===== src/rtl/serial_rx_pkg.sv =====
// Shared types and constants for the serial receiver.
// Optional feature macro: SERIAL_RX_PARITY_CHECK_EN (even-parity bit after the data bits).
package serial_rx_pkg;

  // 100 MHz system clock, 115200 baud
  localparam int DEFAULT_CLKS_PER_BIT = 868;

  // Widest word the parity helper accepts; narrower words are zero-extended,
  // which leaves the XOR unchanged.
  localparam int PARITY_MAX_W = 32;

  typedef enum logic [2:0] {
    RX_IDLE   = 3'd0,
    RX_START  = 3'd1,
    RX_BITS   = 3'd2,
    RX_PARITY = 3'd3,
    RX_STOP   = 3'd4
  } rx_state_t;

  // Even parity: the parity bit equals the XOR of the data bits
  function automatic logic even_parity(input logic [PARITY_MAX_W-1:0] word);
    return ^word;
  endfunction

endpackage


===== src/rtl/serial_rx_deser_baud_tick.sv =====
// Bit-period counter. 'mid' marks the middle of a bit period, 'full' its end.
// 'clr' restarts the period and wins over counting.
module baud_tick
  import serial_rx_pkg::*;
#(
  parameter int CLKS_PER_BIT = DEFAULT_CLKS_PER_BIT
) (
  input  logic CLK,
  input  logic RESET,
  input  logic clr,
  output logic mid,
  output logic full
);

  localparam int CNT_W = $clog2(CLKS_PER_BIT);

  logic [CNT_W-1:0] r_count;

  // Free-running period counter; wraps at the end of a bit if nobody clears it
  always_ff @(posedge CLK) begin
    if (RESET || clr) begin
      r_count <= '0;
    end else if (r_count == CNT_W'(CLKS_PER_BIT - 1)) begin
      r_count <= '0;
    end else begin
      r_count <= r_count + 1'b1;
    end
  end

  assign mid  = (r_count == CNT_W'((CLKS_PER_BIT - 1) / 2));
  assign full = (r_count == CNT_W'(CLKS_PER_BIT - 1));

endmodule


===== src/rtl/serial_rx_deser.sv =====
// LSB-first 8N1-style serial receiver producing an n-bit word with a LOAD strobe.
// Framing errors (and parity errors when SERIAL_RX_PARITY_CHECK_EN is defined)
// suppress LOAD so corrupt words never reach the downstream holding register.
module serial_rx_deser
  import serial_rx_pkg::*;
#(
  parameter int n            = 6,
  parameter int CLKS_PER_BIT = DEFAULT_CLKS_PER_BIT
) (
  input  logic         CLK,
  input  logic         RESET,
  input  logic         RX,
  output logic [n-1:0] DATA,
  output logic         LOAD,
  output logic         FRAME_ERR,
  output logic         PAR_ERR
);

  localparam int IDX_W = (n > 1) ? $clog2(n) : 1;

  logic [1:0]       r_sync;
  logic             w_rx_s;

  rx_state_t        r_state, w_state_next;
  logic [IDX_W-1:0] r_bit_idx, w_bit_idx_next;
  logic [n-1:0]     r_shift, w_shift_next;
  logic [n-1:0]     r_data, w_data_next;
  logic             r_load, w_load_next;
  logic             r_frame_err, w_frame_err_next;

  logic             w_clr, w_mid, w_full;

`ifdef SERIAL_RX_PARITY_CHECK_EN
  logic             r_par_bad, w_par_bad_next;
  logic             r_par_err, w_par_err_next;
`endif

  // Two-flop synchroniser on the asynchronous line; idles high
  always_ff @(posedge CLK) begin
    if (RESET) begin
      r_sync <= 2'b11;
    end else begin
      r_sync <= {r_sync[0], RX};
    end
  end

  assign w_rx_s = r_sync[1];

  baud_tick #(
    .CLKS_PER_BIT(CLKS_PER_BIT)
  ) u_baud_tick (
    .CLK  (CLK),
    .RESET(RESET),
    .clr  (w_clr),
    .mid  (w_mid),
    .full (w_full)
  );

  // Next-state, datapath and strobe decode
  always_comb begin
    w_state_next     = r_state;
    w_bit_idx_next   = r_bit_idx;
    w_shift_next     = r_shift;
    w_data_next      = r_data;
    w_load_next      = 1'b0;
    w_frame_err_next = 1'b0;
    w_clr            = 1'b0;
`ifdef SERIAL_RX_PARITY_CHECK_EN
    w_par_bad_next   = r_par_bad;
    w_par_err_next   = 1'b0;
`endif

    case (r_state)
      RX_IDLE: begin
        w_clr          = 1'b1;
        w_bit_idx_next = '0;
        if (!w_rx_s) begin
          w_state_next = RX_START;
        end
      end

      RX_START: begin
        // Re-check the line half a bit later so short glitches are ignored
        if (w_mid) begin
          w_clr        = 1'b1;
          w_state_next = w_rx_s ? RX_IDLE : RX_BITS;
        end
      end

      RX_BITS: begin
        if (w_full) begin
          w_clr        = 1'b1;
          w_shift_next = {w_rx_s, r_shift[n-1:1]};
          if (r_bit_idx == IDX_W'(n - 1)) begin
            w_bit_idx_next = '0;
`ifdef SERIAL_RX_PARITY_CHECK_EN
            w_state_next   = RX_PARITY;
`else
            w_state_next   = RX_STOP;
`endif
          end else begin
            w_bit_idx_next = r_bit_idx + 1'b1;
          end
        end
      end

`ifdef SERIAL_RX_PARITY_CHECK_EN
      RX_PARITY: begin
        if (w_full) begin
          w_clr          = 1'b1;
          w_par_bad_next = w_rx_s ^ even_parity(PARITY_MAX_W'(r_shift));
          w_state_next   = RX_STOP;
        end
      end
`endif

      RX_STOP: begin
        // Sampled mid stop bit, so IDLE is reached early enough to catch
        // a start bit that follows without a gap
        if (w_full) begin
          w_clr            = 1'b1;
          w_state_next     = RX_IDLE;
          w_frame_err_next = !w_rx_s;
`ifdef SERIAL_RX_PARITY_CHECK_EN
          w_par_err_next   = r_par_bad;
          w_load_next      = w_rx_s && !r_par_bad;
`else
          w_load_next      = w_rx_s;
`endif
          if (w_load_next) begin
            w_data_next = r_shift;
          end
        end
      end

      default: begin
        w_clr        = 1'b1;
        w_state_next = RX_IDLE;
      end
    endcase
  end

  // State and datapath registers; reset discards any partial word
  always_ff @(posedge CLK) begin
    if (RESET) begin
      r_state     <= RX_IDLE;
      r_bit_idx   <= '0;
      r_shift     <= '0;
      r_data      <= '0;
      r_load      <= 1'b0;
      r_frame_err <= 1'b0;
`ifdef SERIAL_RX_PARITY_CHECK_EN
      r_par_bad   <= 1'b0;
      r_par_err   <= 1'b0;
`endif
    end else begin
      r_state     <= w_state_next;
      r_bit_idx   <= w_bit_idx_next;
      r_shift     <= w_shift_next;
      r_data      <= w_data_next;
      r_load      <= w_load_next;
      r_frame_err <= w_frame_err_next;
`ifdef SERIAL_RX_PARITY_CHECK_EN
      r_par_bad   <= w_par_bad_next;
      r_par_err   <= w_par_err_next;
`endif
    end
  end

  assign DATA      = r_data;
  assign LOAD      = r_load;
  assign FRAME_ERR = r_frame_err;
`ifdef SERIAL_RX_PARITY_CHECK_EN
  assign PAR_ERR   = r_par_err;
`else
  assign PAR_ERR   = 1'b0;
`endif

endmodule

===== config.mk =====
export PLATFORM = sky130hd
export DESIGN_NAME = serial_rx_deser
export DESIGN_NICKNAME = d
export VERILOG_FILES = /design/src/rtl/serial_rx_pkg.sv /design/src/rtl/serial_rx_deser_baud_tick.sv /design/src/rtl/serial_rx_deser.sv
export SDC_FILE = /design/constraint.sdc
export NUM_CORES = 1
export LEC_CHECK = 0
export ABC_AREA = 0
export CAP_MARGIN = 25
export CORE_UTILIZATION = 46
export CTS_CLUSTER_SIZE = 20
export DETAILED_ROUTE_END_ITERATION = 8
export GPL_TIMING_DRIVEN = 0
export PLACE_DENSITY = 0.62
export RECOVER_POWER = 25
export SYNTH_ARGS = -nofsm -noshare
export SYNTH_HDL_FRONTEND = slang
export SYNTH_SLANG_ARGS = --single-unit

===== constraint.sdc =====
create_clock -name CLK -period 2.87 [get_ports CLK]
set_input_delay 0.7175 -clock CLK [delete_from_list [all_inputs] [get_ports CLK]]
set_output_delay 0.7175 -clock CLK [all_outputs]
set_load 0.01 [all_outputs]

==> results.md, run 1 <==
* H-Tree Depth at 2
* Synth top area share at 0.4633
* Tightest Hold Check Type: flip-flop to flip-flop
* Antenna Nets Post-Route at 0
* Cell variety after synth at 37
* Final worst slack at 0.9127 ns
* Max-slew violation count at 0
* Syn_nets at 152
* P&R area growth vs syn at 15.38%
* Rows at 19
* Final worst path period share at 0.6820
* Post-synth EDFFs at 0
* Mapped cell area at 0.001383 mm^2
* Reg2Reg Setup Slack at 1.02 ns
* Wire per inst at 12.07 um
* Max-Cap Viols at 0
* HP Start: r_sync[0]
* Final Non-Filler Cells at 196
* TritonCTS clock tree: built
* Hold endpoint: r_sync[1]
* Commonest non-fill, non-tap cells in the layout: dfxtp_1 (32), nor2_1 (27), mux2i_1 (12)
* Post-place setup slack at between 0.6 and 0.7 ns
* FF-to-FF Start: u_baud_tick.r_count[0]
* Final Net Count at 169
* Crit path DAT at 2.17 ns
* Detailed Place HPWL at 1668 um
* CTS Sinks at 32
* PostCTS Resize Cnt at 0
* Via Count at 1072
* Asr flop ratio synth at 0
* Final setup TNS at 0 ns
* LEAKAGE at 0.6133 nW
* TritonRoute pass-1 iters at 4
* CP most frequent cell: clkbuf_1
* Top FF cell, synth: dfxtp_1
* RSZ-0062 raised after global routing: no
* Synth area leaders: dfxtp_1 (46%), mux2i_1 (8.7%), nor2_1 (7.3%)
* Post-synthesis register bit count at 32
* Hold_buf cts at 0
* Remaining DRCs at 0
* FF-to-FF End: r_bit_idx[2]
* Crit-path max FO at 10
* Slowest cell on crit path: dlygate4sd3_1
* First-pass GRT wire length at approximately 4300 um
* Crit end category: flip-flop
* Final setup violation count at 0
* Antenna violations before repair at 0
* Status: complete, no violations
* Num ports at 12
* GRT Residual Overflow at 0
* Fmax at about 510 MHz
* Cells after Synth at 147
* Chip Width at 56.83 um
* Clock Skews at 0.01416 ns
* N_diodes at 0
* Core area at 0.002805 mm^2
* Maximum root-to-sink buffer count at 2
* Final hold viol count at 0
* Tmin final at between 1.5 and 2 ns
* Via/cell ratio at 5.469
* Crit Path Class: input port to flip-flop
* Synth Area per Inst at 9.405 um^2
* IO Port Bufs at 10
* Reg2reg path depth at 5
* Hold Path Depth at 1
* Commonest non-fill, non-tap cell in the layout: dfxtp_1
* GPL Wtd Cong at 0.8214
* Worst skew pair latency at 0.33 ns
* Crit path cell chain: dlygate4sd3_1, clkbuf_1, clkbuf_1, nor2_1
* Maximum vdd drop at 0.3531 mV
* CP peak stage delay at 0.59 ns
* Root Driver: clkbuf_4
* Area leader, netlist: dfxtp_1
* Number of global-route vias before repair at 993
* DIE HEIGHT at ~57 um
* Fill count at approximately 260
* Largest net degree at the start of global routing at 12
* Hold WS at 0.4264 ns
* Die area at 0.003229 mm^2
* Drt total wl at 2365 um
* Power per cell area at slightly above 500 mW/mm^2
* Iteration-0 DRC Markers at 56
* Worst-path clk slew at around 0.11 ns
* Worst setup SP type: input port
* Synthesis warning total at 0
* Initial Util at 0.4929
* Worst Path Required at 3.08 ns
* Setup Buffers After CTS at 0
* Share of cells above drive strength 1 at 0.1030
* GRT Total Usage at 0.1760
* DP Cell Count at 188
* Post-synthesis sequential area ratio at 0.4633
* CTS Buf Count at 5
==> how the worst max path moves through the flow <==
stage | from | to | slack, ns
6_report | RESET | DATA[4] | 0.91
5_1_grt | RESET | r_shift[2] | 0.77
4_1_cts | DATA[5] | DATA[5] | 0.92
3_5_place_dp | RESET | DATA[4] | 0.60
3_3_place_gp | RESET | r_shift[2] | 0.67
2_1_floorplan | u_baud_tick.r_count[0] | r_bit_idx[2] | 1.26
==> registers in the layout, indices dropped and copies added (netlist names) <==
register and count:
LOAD 1, FRAME_ERR 1, u_baud_tick.r_count 10, r_state 3, r_shift 6, DATA 6, r_sync 2, r_bit_idx 3
==> per-stage QoR <==
| stage | cell area (um^2) | power, W | utilization |
|---|---|---|---|
| 4_1_cts | 1602 | 0.0008173 | 0.5709 |
| 3_3_place_gp | 1521 | 0.0004786 | 0.5424 |
| 2_1_floorplan | 1383 | 0.0004720 | - |
| 3_5_place_dp | 1521 | 0.0004791 | 0.5424 |
| 6_report | 1595 | 0.0008068 | 0.5687 |
| 5_1_grt | 1595 | 0.0008387 | 0.5687 |
==> cell families (layout without fill, tap and decap cells) <==
family | count (synthesis) | in the layout | share of synthesized area
flops | 32 | 32 | 0.4633
mux | 12 | 12 | 0.08688
compound gates | 13 | 13 | 0.06607
buf+inv | 14 | 32 | 0.04434
other cells | 1 | 1 | 0.002712
fa+ha+maj | 2 | 2 | 0.01810
xor+xnor | 9 | 9 | 0.05702
simple gates | 64 | 64 | 0.2616
==> final cells by class <==
| class | count | area [um^2] | area share |
|---|---|---|---|
| multi-input combinational | 101 | 675.6 | 0.4235 |
| sequential | 32 | 640.6 | 0.4016 |
| timing repair buffer | 10 | 100.1 | 0.06275 |
| clock inverter | 3 | 42.54 | 0.02667 |
| tap | 31 | 38.79 | 0.02431 |
| clock buffer | 5 | 37.54 | 0.02353 |
| buffer | 8 | 37.54 | 0.02353 |
| inverter | 6 | 22.52 | 0.01412 |
==> metal layers <==
layer | up-vias | global-route usage | routed length, um
met5 | - | 0 | 0
met4 | 0 | 0.1010 | 51
met3 | 7 | 0.05530 | 102
met2 | 19 | 0.2755 | 1101
met1 | 501 | 0.2123 | 1111
li1 | 545 | - | -
==> Yosys cell counts (3+ instances only) <==
master and count:
inv_1 6, mux2i_1 12, nand2_1 5, a21oi_1 3, dfxtp_1 32, buf_2 4, or2_2 3, nand3_1 6
nor2_1 27, and4_1 3, xnor2_1 3, nand4_1 4, xor2_1 6, clkbuf_1 3
==> report_power, final <==
group          total (W)  internal (W)  switching [W]
logic          0.0000205    0.00000806      0.0000124
registers       0.000448      0.000446     0.00000150
clock network   0.000338      0.000182       0.000157
total           0.000807      0.000636       0.000171
==> critical path: cells and delay by family <==
| family | cells | cell delay, ns |
|---|---|---|
| simple gates | 1 | 0.10 |
| buf+inv | 3 | 1.35 |
Note: power is estimated with default switching activity, not from simulation.
==> run 2, diff against run 1 <==
- PLACE_DENSITY: 0.62 -> 0.64
- clock period: 2.87 -> 1.66 ns (I/O delays scaled with it)
==> results.md, run 2 (same netlist as run 1, synthesis figures left out) <==
* Status: finished with violations
* Failing checks: design-rule violations
* Wire per inst at 12.29 um
* Worst setup SP type: flip-flop
* Drt total wl at 2458 um
* Busiest grt layer: met2
* Max-Cap Viols at 0
* Commonest non-fill, non-tap cells in the layout: dfxtp_1 (30), nor2_1 (25), mux2i_1 (12)
* Final hold viol count at 0
* Antenna violations before repair at 0
* DIE HEIGHT at approximately 57 um
* Via/cell ratio at about 5.3
* Die area at 0.003229 mm^2
* Rows at 19
* H-Tree Depth at 2
* CTS Sinks at 32
* Antenna Nets Post-Route at 0
* Crit path DAT at 1.86 ns
* Slowest cell on crit path: or4_1
* Final core utilization at 0.6093
* Top reg by flops: u_baud_tick.r_count
* WP depth at 5
* Maximum vdd drop at 0.5849 mV
* HP Start: r_sync[0]
* Reg2Reg Setup Slack at 0.06 ns
* P&R area growth vs syn at 23.62%
* First-pass GRT wire length at 4347 um
* Chip Width at 56.83 um
* RSZ-0062 raised after global routing: yes
* Final Net Count at 173
* Remaining DRCs at 4
* Num ports at 12
* Fmax at 626.8 MHz
* Hold WS at 0.4214 ns
* FF-to-FF End: r_bit_idx[2]
* Core area at 0.002805 mm^2
* Final setup violation count at 0
* Initial Util at 0.4929
* GPL Wtd Cong at approximately 0.83
* Via Count at approximately 1100
* Final worst path period share at 0.9611
* Crit-path max FO at 6
* Tmin final at 1.595 ns
* FF-to-FF Start: u_baud_tick.r_count[1]
* Crit end category: flip-flop
* N_diodes at 0
* FF+latch area at 645.6 um^2
* TritonRoute pass-1 iters at 6
* Share of cells above drive strength 1 at 0.1953
* Worst Path Required at around 1.9 ns
* Reg2reg path depth at 5
* Maximum root-to-sink buffer count at 2
* Crit path cell chain: ha_4, and4b_2, nand3_4, or4_1, a21oi_1
* Number of global-route vias before repair at 1021
* Crit Path Class: flip-flop to flip-flop
* Hold Path Depth at 1
* Root Driver: clkbuf_4
* TritonCTS clock tree: built
* CP delay by family, top: simple AND/OR/NAND/NOR gates
* GRT Residual Overflow at 0
* Largest net degree at the start of global routing at 11
* CTS Buf Count at 5
* Global Route met2 Usage at 0.2670
* Iteration-0 DRC Markers at 33
* Met3 Use GR at 0.08065
* Clock Skews at approximately 0.0065 ns
* Max reg flops at 10
* IO Port Bufs at 10
* Crit path buf inv count at 0
* Worst skew pair latency at around 0.33 ns
* Power per cell area at 861.1 mW/mm^2
* Hold endpoint: r_sync[1]
* Tightest Hold Check Type: flip-flop to flip-flop
* GRT Total Usage at 0.1782
* Multi-input gate area in the final layout at 724.4 um^2
* CP peak stage delay at 0.48 ns
* Commonest non-fill, non-tap cell in the layout: dfxtp_1
* GR Util met1 at 0.2161
* Hold_buf cts at 0
* Detailed Place HPWL at between 1500 and 2000 um
* Worst-path clk slew at roughly 0.1 ns
* Max-slew violation count at 0
* LEAKAGE at 0.6805 nW
* Fill count at 244
run 2: worst max-delay path by stage:
| stage | startpoint | to | slack [ns] |
|---|---|---|---|
| 2_1_floorplan | u_baud_tick.r_count[0] | r_bit_idx[2] | 0.05 |
| 3_5_place_dp | RESET | r_shift[5] | -0.25 |
| 4_1_cts | DATA[4] | DATA[4] | 0.01 |
| 6_report | u_baud_tick.r_count[1] | r_bit_idx[2] | 0.06 |
| 3_3_place_gp | RESET | DATA[3] | -0.25 |
| 5_1_grt | RESET | r_shift[0] | -0.008 |
run 2: repair_timing:
action,4_1_cts,5_1_grt
endpoints found under the setup margin,24,25
pin swaps,1,3
endpoints found under the hold margin,0,0
setup buffers,2,2
resized for setup,8,15
run 2: layer usage:
layer	up-vias	part of all wire	wire length, um
li1	551	-	-
met1	493	0.48	1180
met2	19	0.46	1136
met3	5	0.047	116
met4	0	0.010	25
met5	-	0	0
run 2: report_power, final:
group | leakage, nW | internal (W) | switching (W)
Sequential | 0.260 | 0.000770 | 0.00000242
Clock | 0.0515 | 0.000400 | 0.000260
Combinational | 0.369 | 0.0000168 | 0.0000231
run 2: area by class of cell:
cell class	count	share of cell area
Clock inverter	1	0.01757
Inverter	6	0.01318
Buffer	8	0.02782
Sequential cell	32	0.3777
Multi-Input combinational cell	101	0.4239
Clock buffer	7	0.03807
Timing Repair Buffer	14	0.07906
Tap cell	31	0.02269
run 2: worst reg2reg max path: stages (launching register included):
cell	delay, ns
dfxtp_4	0.38
ha_4	0.14
and4b_2	0.28
nand3_4	0.12
or4_1	0.48
a21oi_1	0.15
run 2: stage by stage:
stage                     instance area (um^2)  setup TNS [ns]  instances  worst slack (ns)  power [W]
final                                     1709               0        200           0.06466   0.001472
after global routing                      1709        -0.01412        200         -0.007732   0.001541
after global placement                    1521          -3.512        188           -0.2544  0.0008276
after floorplan                           1383               0        147           0.05047  0.0008160
after detailed placement                  1521          -3.870        188           -0.2457  0.0008279
after CTS                                 1663               0        198           0.01012   0.001493
